$ cat src/rtl/relu_maxpool_pkg.sv
// Shared definitions for the ReLU + requantise + 2x2 max-pool stage:
// default widths, FSM state encoding and the per-pixel arithmetic helpers.
package relu_maxpool_pkg;

    localparam int unsigned BIT_DEPTH_DEF = 8;
    localparam int unsigned ACC_W_DEF     = 20;

    // Frame FSM encoding
    localparam logic [1:0] ST_IDLE = 2'd0;
    localparam logic [1:0] ST_RUN  = 2'd1;
    localparam logic [1:0] ST_DONE = 2'd2;

    // Index width that never collapses to zero bits
    function automatic int unsigned idx_w(input int unsigned n);
        return (n > 1) ? $clog2(n) : 1;
    endfunction

    // ReLU, arithmetic right shift, then clamp to the unsigned output range
    function automatic logic [31:0] quantise(input logic signed [63:0] acc,
                                             input int unsigned       shift,
                                             input int unsigned       bit_depth);
        logic signed [63:0] shifted;
        logic [63:0]        max_val;
        shifted = acc >>> shift;
        max_val = (64'd1 << bit_depth) - 64'd1;
        if (acc[63]) begin
            return '0;
        end
        if ($unsigned(shifted) > max_val) begin
            return max_val[31:0];
        end
        return shifted[31:0];
    endfunction

    function automatic logic [31:0] max2(input logic [31:0] a, input logic [31:0] b);
        return (a > b) ? a : b;
    endfunction

endpackage

$ cat src/rtl/pool_rowbuf.sv
// Half-width row buffer holding the max of each horizontal pixel pair of an
// even row until the matching odd row arrives. Contents need no reset.
module pool_rowbuf #(
    parameter int unsigned DEPTH = 13,
    parameter int unsigned WIDTH = 8,
    parameter int unsigned AW    = 4
) (
    input  logic             clk,
    input  logic             we,
    input  logic [AW-1:0]    addr,
    input  logic [WIDTH-1:0] wdata,
    output logic [WIDTH-1:0] rdata
);

    logic [WIDTH-1:0] mem [DEPTH];

    // Single write port; the read side is asynchronous on the same address
    always_ff @(posedge clk) begin
        if (we) begin
            mem[addr] <= wdata;
        end
    end

    assign rdata = mem[addr];

endmodule

$ cat src/rtl/relu_maxpool.sv
// ReLU + requantisation of the raw convolution stream followed by a 2x2
// stride-2 max-pool. Pixels arrive in raster order, one per accepted beat.
module relu_maxpool
    import relu_maxpool_pkg::*;
#(
    parameter int unsigned BIT_DEPTH = BIT_DEPTH_DEF,
    parameter int unsigned ACC_W     = ACC_W_DEF,
    parameter int unsigned IN_COLS   = 26,
    parameter int unsigned IN_ROWS   = 26,
    parameter int unsigned SHIFT     = 4
) (
    input  logic                              clk,
    input  logic                              rst,
    input  logic                              start,
    input  logic                              in_valid,
    input  logic signed [ACC_W-1:0]           in_data,
    output logic                              out_valid,
    output logic [BIT_DEPTH-1:0]              out_data,
    output logic [idx_w(IN_COLS/2)-1:0]       out_col,
    output logic [idx_w(IN_ROWS/2)-1:0]       out_row,
    output logic                              busy,
    output logic                              done
);

    localparam int unsigned COL_W    = idx_w(IN_COLS);
    localparam int unsigned ROW_W    = idx_w(IN_ROWS);
    localparam int unsigned PC_W     = idx_w(IN_COLS/2);
    localparam int unsigned PR_W     = idx_w(IN_ROWS/2);
    localparam int unsigned POOL_COLS = IN_COLS / 2;
    localparam bit          ROWS_ODD = (IN_ROWS % 2) == 1;

    logic [1:0]           state;
    logic [COL_W-1:0]     c;
    logic [ROW_W-1:0]     r;
    logic [BIT_DEPTH-1:0] q;
    logic [BIT_DEPTH-1:0] hold;
    logic [BIT_DEPTH-1:0] pair_max;
    logic [BIT_DEPTH-1:0] pool_max;
    logic [BIT_DEPTH-1:0] rb_rdata;
    logic [PC_W-1:0]      p;
    logic                 accept;
    logic                 last_col;
    logic                 last_row;
    logic                 rb_we;
    logic                 pool_fire;

    // Per-beat datapath: quantised pixel, pooling address and write/fire strobes
    always_comb begin
        accept    = (state == ST_RUN) && in_valid;
        last_col  = (c == COL_W'(IN_COLS - 1));
        last_row  = (r == ROW_W'(IN_ROWS - 1));
        q         = BIT_DEPTH'(quantise(64'(in_data), SHIFT, BIT_DEPTH));
        p         = PC_W'(c >> 1);
        pair_max  = BIT_DEPTH'(max2(32'(hold), 32'(q)));
        pool_max  = BIT_DEPTH'(max2(32'(pair_max), 32'(rb_rdata)));
        // An odd last row (if any) is never pooled, so it must not touch rowbuf
        rb_we     = accept && c[0] && !r[0] && !(ROWS_ODD && last_row);
        pool_fire = accept && c[0] && r[0];
    end

    pool_rowbuf #(
        .DEPTH (POOL_COLS),
        .WIDTH (BIT_DEPTH),
        .AW    (PC_W)
    ) u_rowbuf (
        .clk   (clk),
        .we    (rb_we),
        .addr  (p),
        .wdata (pair_max),
        .rdata (rb_rdata)
    );

    // Frame FSM and raster counters; counters move only on accepted beats
    always_ff @(posedge clk) begin
        if (rst) begin
            state <= ST_IDLE;
            c     <= '0;
            r     <= '0;
        end else begin
            case (state)
                ST_IDLE: begin
                    if (start) begin
                        state <= ST_RUN;
                        c     <= '0;
                        r     <= '0;
                    end
                end
                ST_RUN: begin
                    if (in_valid) begin
                        if (last_col) begin
                            c <= '0;
                            if (last_row) begin
                                r     <= '0;
                                state <= ST_DONE;
                            end else begin
                                r <= r + ROW_W'(1);
                            end
                        end else begin
                            c <= c + COL_W'(1);
                        end
                    end
                end
                ST_DONE: state <= ST_IDLE;
                default: state <= ST_IDLE;
            endcase
        end
    end

    // Left pixel of each horizontal pair waits here for its partner
    always_ff @(posedge clk) begin
        if (accept && !c[0]) begin
            hold <= q;
        end
    end

    // Registered pooled output, one-cycle valid pulse per completed window
    always_ff @(posedge clk) begin
        if (rst) begin
            out_valid <= 1'b0;
            out_data  <= '0;
            out_col   <= '0;
            out_row   <= '0;
        end else begin
            out_valid <= pool_fire;
            if (pool_fire) begin
                out_data <= pool_max;
                out_col  <= p;
                out_row  <= PR_W'(r >> 1);
            end
        end
    end

    assign busy = (state != ST_IDLE);
    assign done = (state == ST_DONE);

endmodule

$ cat config.mk
export PLATFORM = sky130hd
export DESIGN_NAME = relu_maxpool
export DESIGN_NICKNAME = d
export VERILOG_FILES = /design/src/rtl/relu_maxpool_pkg.sv /design/src/rtl/pool_rowbuf.sv /design/src/rtl/relu_maxpool.sv
export SDC_FILE = /design/constraint.sdc
export NUM_CORES = 1
export LEC_CHECK = 0
export ABC_AREA = 0
export CORE_UTILIZATION = 55
export CTS_BUF_LIST = sky130_fd_sc_hd__clkbuf_8
export DETAILED_ROUTE_END_ITERATION = 7
export PLACE_DENSITY = 0.75
export SLEW_MARGIN = 20
export SYNTH_ARGS = -nofsm -noshare
export SYNTH_HDL_FRONTEND = slang
export SYNTH_SLANG_ARGS = --single-unit
$ cat constraint.sdc
create_clock -name clk -period 8.3 [get_ports clk]
set_clock_uncertainty 0.05 [all_clocks]
set_input_delay 1.66 -clock clk [delete_from_list [all_inputs] [get_ports clk]]
set_output_delay 1.66 -clock clk [all_outputs]
set_load 0.02 [all_outputs]
==> run_results.csv, run 1 <==
group,metric,value,unit
layout,utilization,0.6476,
yosys,async_reset_ff_frac,0,
min_path,hold_depth,2,
yosys,synthMuxAreaShare,0.1135,
setup_path,start_kind,"input pin",
cts,clkLatencyLatePin,450,ps
cts,cts.path.max_buffers,2,
drt,vias_per_cell,5.801,
cts,cts_inserted_buffers,17,
yosys,synth_top_area_share,0.5402,
cts,clockRootBuffer,"clkbuf_8",
yosys,yosys-top-cells-area,"edfxtp_1 54%, dfxtp_1 11%, mux4_1 5.1%",
job,max-cap-violations,0,
global_route,overflow,0,
place,hpwl,8.123,mm
yosys,synth_top_family_by_area,"multiplexers",
power,ir_drop,119.8,uV
status,status,"complete, no violations",
global_route,busiest_layer,"met2",
yosys,synth-edff-count,112,
sta,finalSetupTns,0,ps
drt,drcViolationCount,0,
global_route,grt_first_pass_wirelength,19.26,mm
cts,cts_tree,"yes",
die,die_w,108.4,um
yosys,synth_compound_area_frac,0.05868,
die,start_util,0.5693,
min_path,hp-class,"flip-flop to flip-flop",
yosys,ys_top_cells_by_count,"112 x edfxtp_1, 46 x nor2_1, 37 x nand2_1",
sta,period_share,0.7049,
place,dp_slack,2033,ps
drt,wl,12.13,mm
global_route,grtUsageMet3,0.05787,
setup_path,required,8620,ps
global_route,use_met2,0.3772,
die,die_area,0.01175,mm^2
yosys,synth_seq_cells,145,
layout,diodes,0,
setup_path,reg2reg_slack,4330,ps
die,core.rowCount,38,
sta,max_slew_margin,0.3312,
yosys,synth_cell_types,46,
global_route,grt_pass1_vias,3714,
layout,final_design_area_no_fill,0.007082,mm^2
global_route,grt_usage,0.2283,
yosys,synthXorXnorAreaFrac,0.01125,
drt,drtIter0Drc,239,
layout,area_growth,13.75,%
power,power.density,205.6,mW/mm^2
setup_path,critPathKind,"input pin to flip-flop",
drt,wl_per_cell,19.17,um
yosys,yosys.area.top_type,"edfxtp_1",
sta,worst_pin_slew,999.6,ps
global_route,grt_max_degree,25,
yosys,synth_most_common_cell,"edfxtp_1",
drt,postRouteAntennaNets,0,
sta,layout_setup_ws,2450,ps
place,place_congestion,0.7858,
cts,cts_num_sinks,145,
min_path,min_to,"out_row[3]$_SDFFE_PP0P_",
yosys,synth_nets,482,
sta,drv_slew,0,
die,core,0.01094,mm^2
sta,grt_setup_unrepaired,"no",
setup_path,timing.rr.end,"out_data[2]$_SDFFE_PP0P_",
cts,hold_buffers,0,
sta,timing.fmax,170.9,MHz
place,portBuffers,38,
cts,cts_post_setup_buffers_inserted,0,
setup_path,worst_r2r_path_depth,14,
die,die_y,108.4,um
global_route,gr-usage-met1,0.2942,
cts,clk_pin_slew,80,ps
yosys,ys_warn_count,0,
power,p_leak,0.002450,uW
drt,dr.pass1.iters,4,
layout,drive_above_1_share,0.1055,
layout,nets,524,
yosys,yosysSeqAreaShare,0.6463,
yosys,synthSimpleGateAreaFrac,0.09144,
layout,nFillCells,799,
place,dpl_cell_area,0.006693,mm^2
setup_path,worstPathMaxFanout,14,
drt,route.vias.total,3672,
yosys,synthCells,438,
yosys,postSynthAreaPerCell,14.21,um^2
setup_path,cp.arrival,6170,ps
cts,cts_resized,0,
setup_path,end_kind,"flip-flop",
setup_path,regToRegStartpoint,"hold[1]$_DFFE_PP_",
sta,period_needed,5850,ps
yosys,synth_fa_ha_area_frac,0.04019,
yosys,syn_area,0.006226,mm^2
yosys,synth_ff_type,"edfxtp_1",
sta,setup_viol,0,
cts,cts_max_level,4,
sta,finalHoldViolations,0,
global_route,antenna_found_initial,0,
min_path,hp-start,"out_row[3]$_SDFFE_PP0P_",
die,pin_count,43,
[per-stage QoR]
step           instances  power [uW]  hold slack (ps)
2_1_floorplan        438       896.9            403.9
3_3_place_gp         601       923.1            392.1
3_5_place_dp         601       928.0            397.3
4_1_cts              633        1463            408.9
5_1_grt              633        1506            433.0
6_report             633        1456            406.7
[worst max-delay path by stage]
stage	from	slack, ps	end
final	in_data[12]	2450	out_data[2]$_SDFFE_PP0P_
after detailed placement	in_data[12]	2030	out_data[2]$_SDFFE_PP0P_
after floorplan	in_data[12]	3110	out_data[1]$_SDFFE_PP0P_
after global placement	in_data[12]	2180	out_data[3]$_SDFFE_PP0P_
after CTS	in_data[12]	2480	out_data[2]$_SDFFE_PP0P_
after global routing	in_data[12]	2020	out_data[2]$_SDFFE_PP0P_
[power breakdown]
group / leakage [uW] / internal, uW / switching (uW)
sequential: 0.00127 / 795 / 7.00
combinational: 0.000985 / 45.8 / 64.6
clock: 0.000191 / 270 / 274
[state kept, by name, summed over array words and instances (netlist names), named ones only]
register / count
out_valid: 1
hold: 8
state: 2
out_col: 4
out_data: 8
c: 5
u_rowbuf.mem: 104
out_row: 4
r: 5
[layer usage]
| layer | wire length, um | vias to the layer above |
|---|---|---|
| met5 | 0 | - |
| met4 | 124 | 0 |
| met3 | 687 | 14 |
| met2 | 6251 | 112 |
| met1 | 5069 | 1818 |
| li1 | - | 1728 |
[layout make-up]
type,count,area (um^2),share of cell area
timing repair buffer,43,417.9,0.05901
clock buffer,17,234.0,0.03304
inverter,29,108.9,0.01537
sequential,145,4024,0.5682
tap,140,175.2,0.02473
multi-input combinational,244,1967,0.2777
clock inverter,15,155.1,0.02191
[cells in the final DEF, fill, tap and decap left out, types with 2 or more instances in the layout]
master / instances
clkbuf_8: 17
buf_4: 5
mux2i_1: 11
clkinv_1: 3
nand2b_1: 10
bufinv_16: 2
mux4_1: 12
nand2_1: 37
dfxtp_1: 33
or3_1: 2
xor2_1: 5
clkinv_2: 2
ha_1: 20
a21o_1: 2
a32oi_1: 8
nor2b_1: 4
and4_1: 2
nand4b_1: 2
xnor2_1: 3
inv_1: 28
clkinvlp_4: 3
a22oi_1: 2
a31oi_1: 6
nand3_1: 2
mux4_2: 12
a21oi_1: 16
edfxtp_1: 112
o21ai_0: 3
inv_6: 5
o22ai_1: 6
a211oi_1: 2
nor3_1: 4
nor2_1: 46
and2_1: 2
clkdlybuf4s50_1: 38
nand4_1: 6
o21ai_1: 7
[kinds of logic after synthesis]
| kind of cell | after synthesis |
|---|---|
| xor gates and xnor gates | 8 |
| adders and majority gates | 20 |
| DFF | 145 |
| AOI/OAI and AO/OA | 57 |
| muxes | 36 |
| and+or+nand+nor | 123 |
| buffers and inverters | 49 |
[critical path, stage by stage]
cell             delay [ps]
clkdlybuf4s50_1         400
nor4_1                  260
nand2_1                 200
nor2_1                  130
nor2_1                   70
inv_1                    70
ha_1                    230
nor2b_1                 130
o211ai_1                160
a21oi_1                 100
o22ai_2                 470
mux2i_1                 330
inv_1                   260
ha_1                    380
and3_1                  200
a221o_1                 370
a22oi_1                 190
and2_1                  340
a32oi_1                 100
o21ai_1                 110
Power figures use the tool's default switching activity.
==> inputs of run 2 (changes only) <==
Clock period 8.3 ns to 5.5 ns, I/O delays scaled along.
==> run 2 against run 1 <==
  * Worst setup slack got worse by 1800 ps
  * Sequential power increased by 51%
  * Flip-flop and latch count unchanged
  * Wire length decreased by 2.8%
  * Cell count increased by 1.4%
  * Critical path type unchanged
  * Via count increased by 1.3%
  * Highest routed layer unchanged
==> run_results.csv, run 2 (synthesis gave the netlist of run 1 again) <==
group,metric,value,unit
status,status,"complete, no violations",
die,core,0.01094,mm^2
die,die_w,108.4,um
power,ir_drop,143.6,uV
cts,cts.path.max_buffers,2,
sta,finalHoldViolations,0,
sta,worst_pin_slew,920.5,ps
drt,dr.pass1.iters,5,
global_route,antenna_found_initial,0,
die,die_area,0.01175,mm^2
sta,period_share,0.8850,
global_route,grt_pass1_vias,3651,
sta,timing.fmax,205.4,MHz
die,die_y,108.4,um
cts,cts_max_level,4,
sta,period_needed,4868,ps
setup_path,crit_start,"in_data[12]",
layout,nets,534,
setup_path,cp.arrival,5120,ps
drt,postRouteAntennaNets,0,
job,max-cap-violations,0,
layout,fin_cells,642,
cts,hold_buffers,0,
layout,top_register,"u_rowbuf.mem",
die,start_util,0.5693,
setup_path,critPathKind,"input pin to flip-flop",
min_path,hold_depth,2,
cts,cts_tree,"yes",
setup_path,end_kind,"flip-flop",
layout,area_growth,15.25,%
power,p_leak,0.002510,uW
place,hpwl,8.035,mm
min_path,hp-class,"flip-flop to flip-flop",
setup_path,start_kind,"input pin",
place,place_congestion,0.8046,
power,power.density,312.8,mW/mm^2
drt,drtIter0Drc,241,
cts,cts_post_setup_buffers_inserted,0,
die,core.rowCount,38,
layout,reg.largest.list,"u_rowbuf.mem: 104 flops, hold: 8 flops, out_data: 8 flops",
global_route,grt_usage,0.2220,
cts,clockRootBuffer,"clkbuf_8",
sta,finalSetupTns,0,ps
place,placedCellCount,611,
global_route,overflow,0,
layout,drive_above_1_share,0.1215,
drt,wl,11.79,mm
layout,diodes,0,
cts,cts_num_sinks,145,
cts,clk_pin_slew,80,ps
drt,vias_per_cell,5.794,
global_route,grt_first_pass_wirelength,18.74,mm
die,pin_count,43,
sta,grt_setup_unrepaired,"no",
sta,setup_viol,0,
cts,cts_inserted_buffers,17,
sta,max_slew_margin,0.3840,
setup_path,worst_r2r_path_depth,12,
min_path,hp-start,"out_row[2]$_SDFFE_PP0P_",
drt,wl_per_cell,18.37,um
drt,drcViolationCount,0,
global_route,grt_max_degree,21,
layout,nFillCells,790,
drt,route.vias.total,3720,
place,portBuffers,38,
sta,drv_slew,0,
cts,clkLatencyLatePin,440,ps
setup_path,required,5760,ps
cts,cts_resized,0,
layout,layout_common_cells,"112 x edfxtp_1, 46 x nor2_1, 38 x clkdlybuf4s50_1",
layout,final_common_cell,"edfxtp_1",
setup_path,worstPathMaxFanout,8,
layout,largest_register_ffs,104,
run 2: worst max-delay path: stages:
cell and delay [ps]:
clkdlybuf4s50_1 400, nor4_1 260, nand2_1 210, nor2_1 130, nor2_1 70, inv_1 70
ha_1 230, nor2b_1 130, o211ai_1 150, a21oi_1 100, o22ai_2 260, buf_4 230
mux2i_1 290, inv_1 110, ha_1 310, and4_1 200, a21boi_0 200, a22oi_1 120
and2_1 260, a32oi_1 170, o21ai_0 110
run 2: power by group:
part / switching (uW) / internal (uW) / leakage [uW] / total, uW
registers: 14.6 / 1200 / 0.00127 / 1210
logic: 94.7 / 77.5 / 0.00103 / 172
clock network: 407 / 452 / 0.000201 / 859
total: 516 / 1730 / 0.00251 / 2240
run 2: final cells by class:
| type | instances | area [um^2] | share of cell area |
|---|---|---|---|
| Sequential cell | 145 | 4024 | 0.5608 |
| Tap cell | 140 | 175.2 | 0.02441 |
| Clock inverter | 14 | 178.9 | 0.02493 |
| Multi-Input combinational cell | 244 | 1962 | 0.2734 |
| Timing Repair Buffer | 53 | 493.0 | 0.06870 |
| Clock buffer | 17 | 234.0 | 0.03261 |
| Inverter | 29 | 108.9 | 0.01517 |
run 2: worst paths after layout:
path              slack, ps                  endpoint
hold reg to reg         410   out_row[2]$_SDFFE_PP0P_
hold / removal          410   out_row[2]$_SDFFE_PP0P_
setup reg to reg       1750  out_data[3]$_SDFFE_PP0P_
setup / recovery        630  out_data[0]$_SDFFE_PP0P_
run 2: metrics by stage:
stage | hold WS, ps | utilization | area (um^2) | setup slack (ps) | power, uW
floorplan | 403.9 | - | 6226 | 866.5 | 1354
global placement | 392.7 | 0.6184 | 6763 | 352.7 | 1402
detailed placement | 399.8 | 0.6184 | 6763 | 209.0 | 1409
CTS | 411.2 | 0.6562 | 7176 | 662.4 | 2255
global route | 444.3 | 0.6562 | 7176 | 139.6 | 2313
finish | 406.0 | 0.6562 | 7176 | 632.3 | 2245
run 2: layer usage:
metal / vias to the layer above / global-route usage / part of all wire
li1: 1749 / - / -
met1: 1838 / 0.2979 / 0.44
met2: 108 / 0.3562 / 0.49
met3: 25 / 0.04822 / 0.044
met4: 0 / 0.08591 / 0.023
met5: - / 0 / 0
==> inputs of run 3 (changes only) <==
Settings changed: ABC_CLOCK_PERIOD_IN_PS set to 5500, HOLD_SLACK_MARGIN set to 0.12.
==> results of run 3 <==
The final DEF is identical to that of run 2; final timing and power are the same.
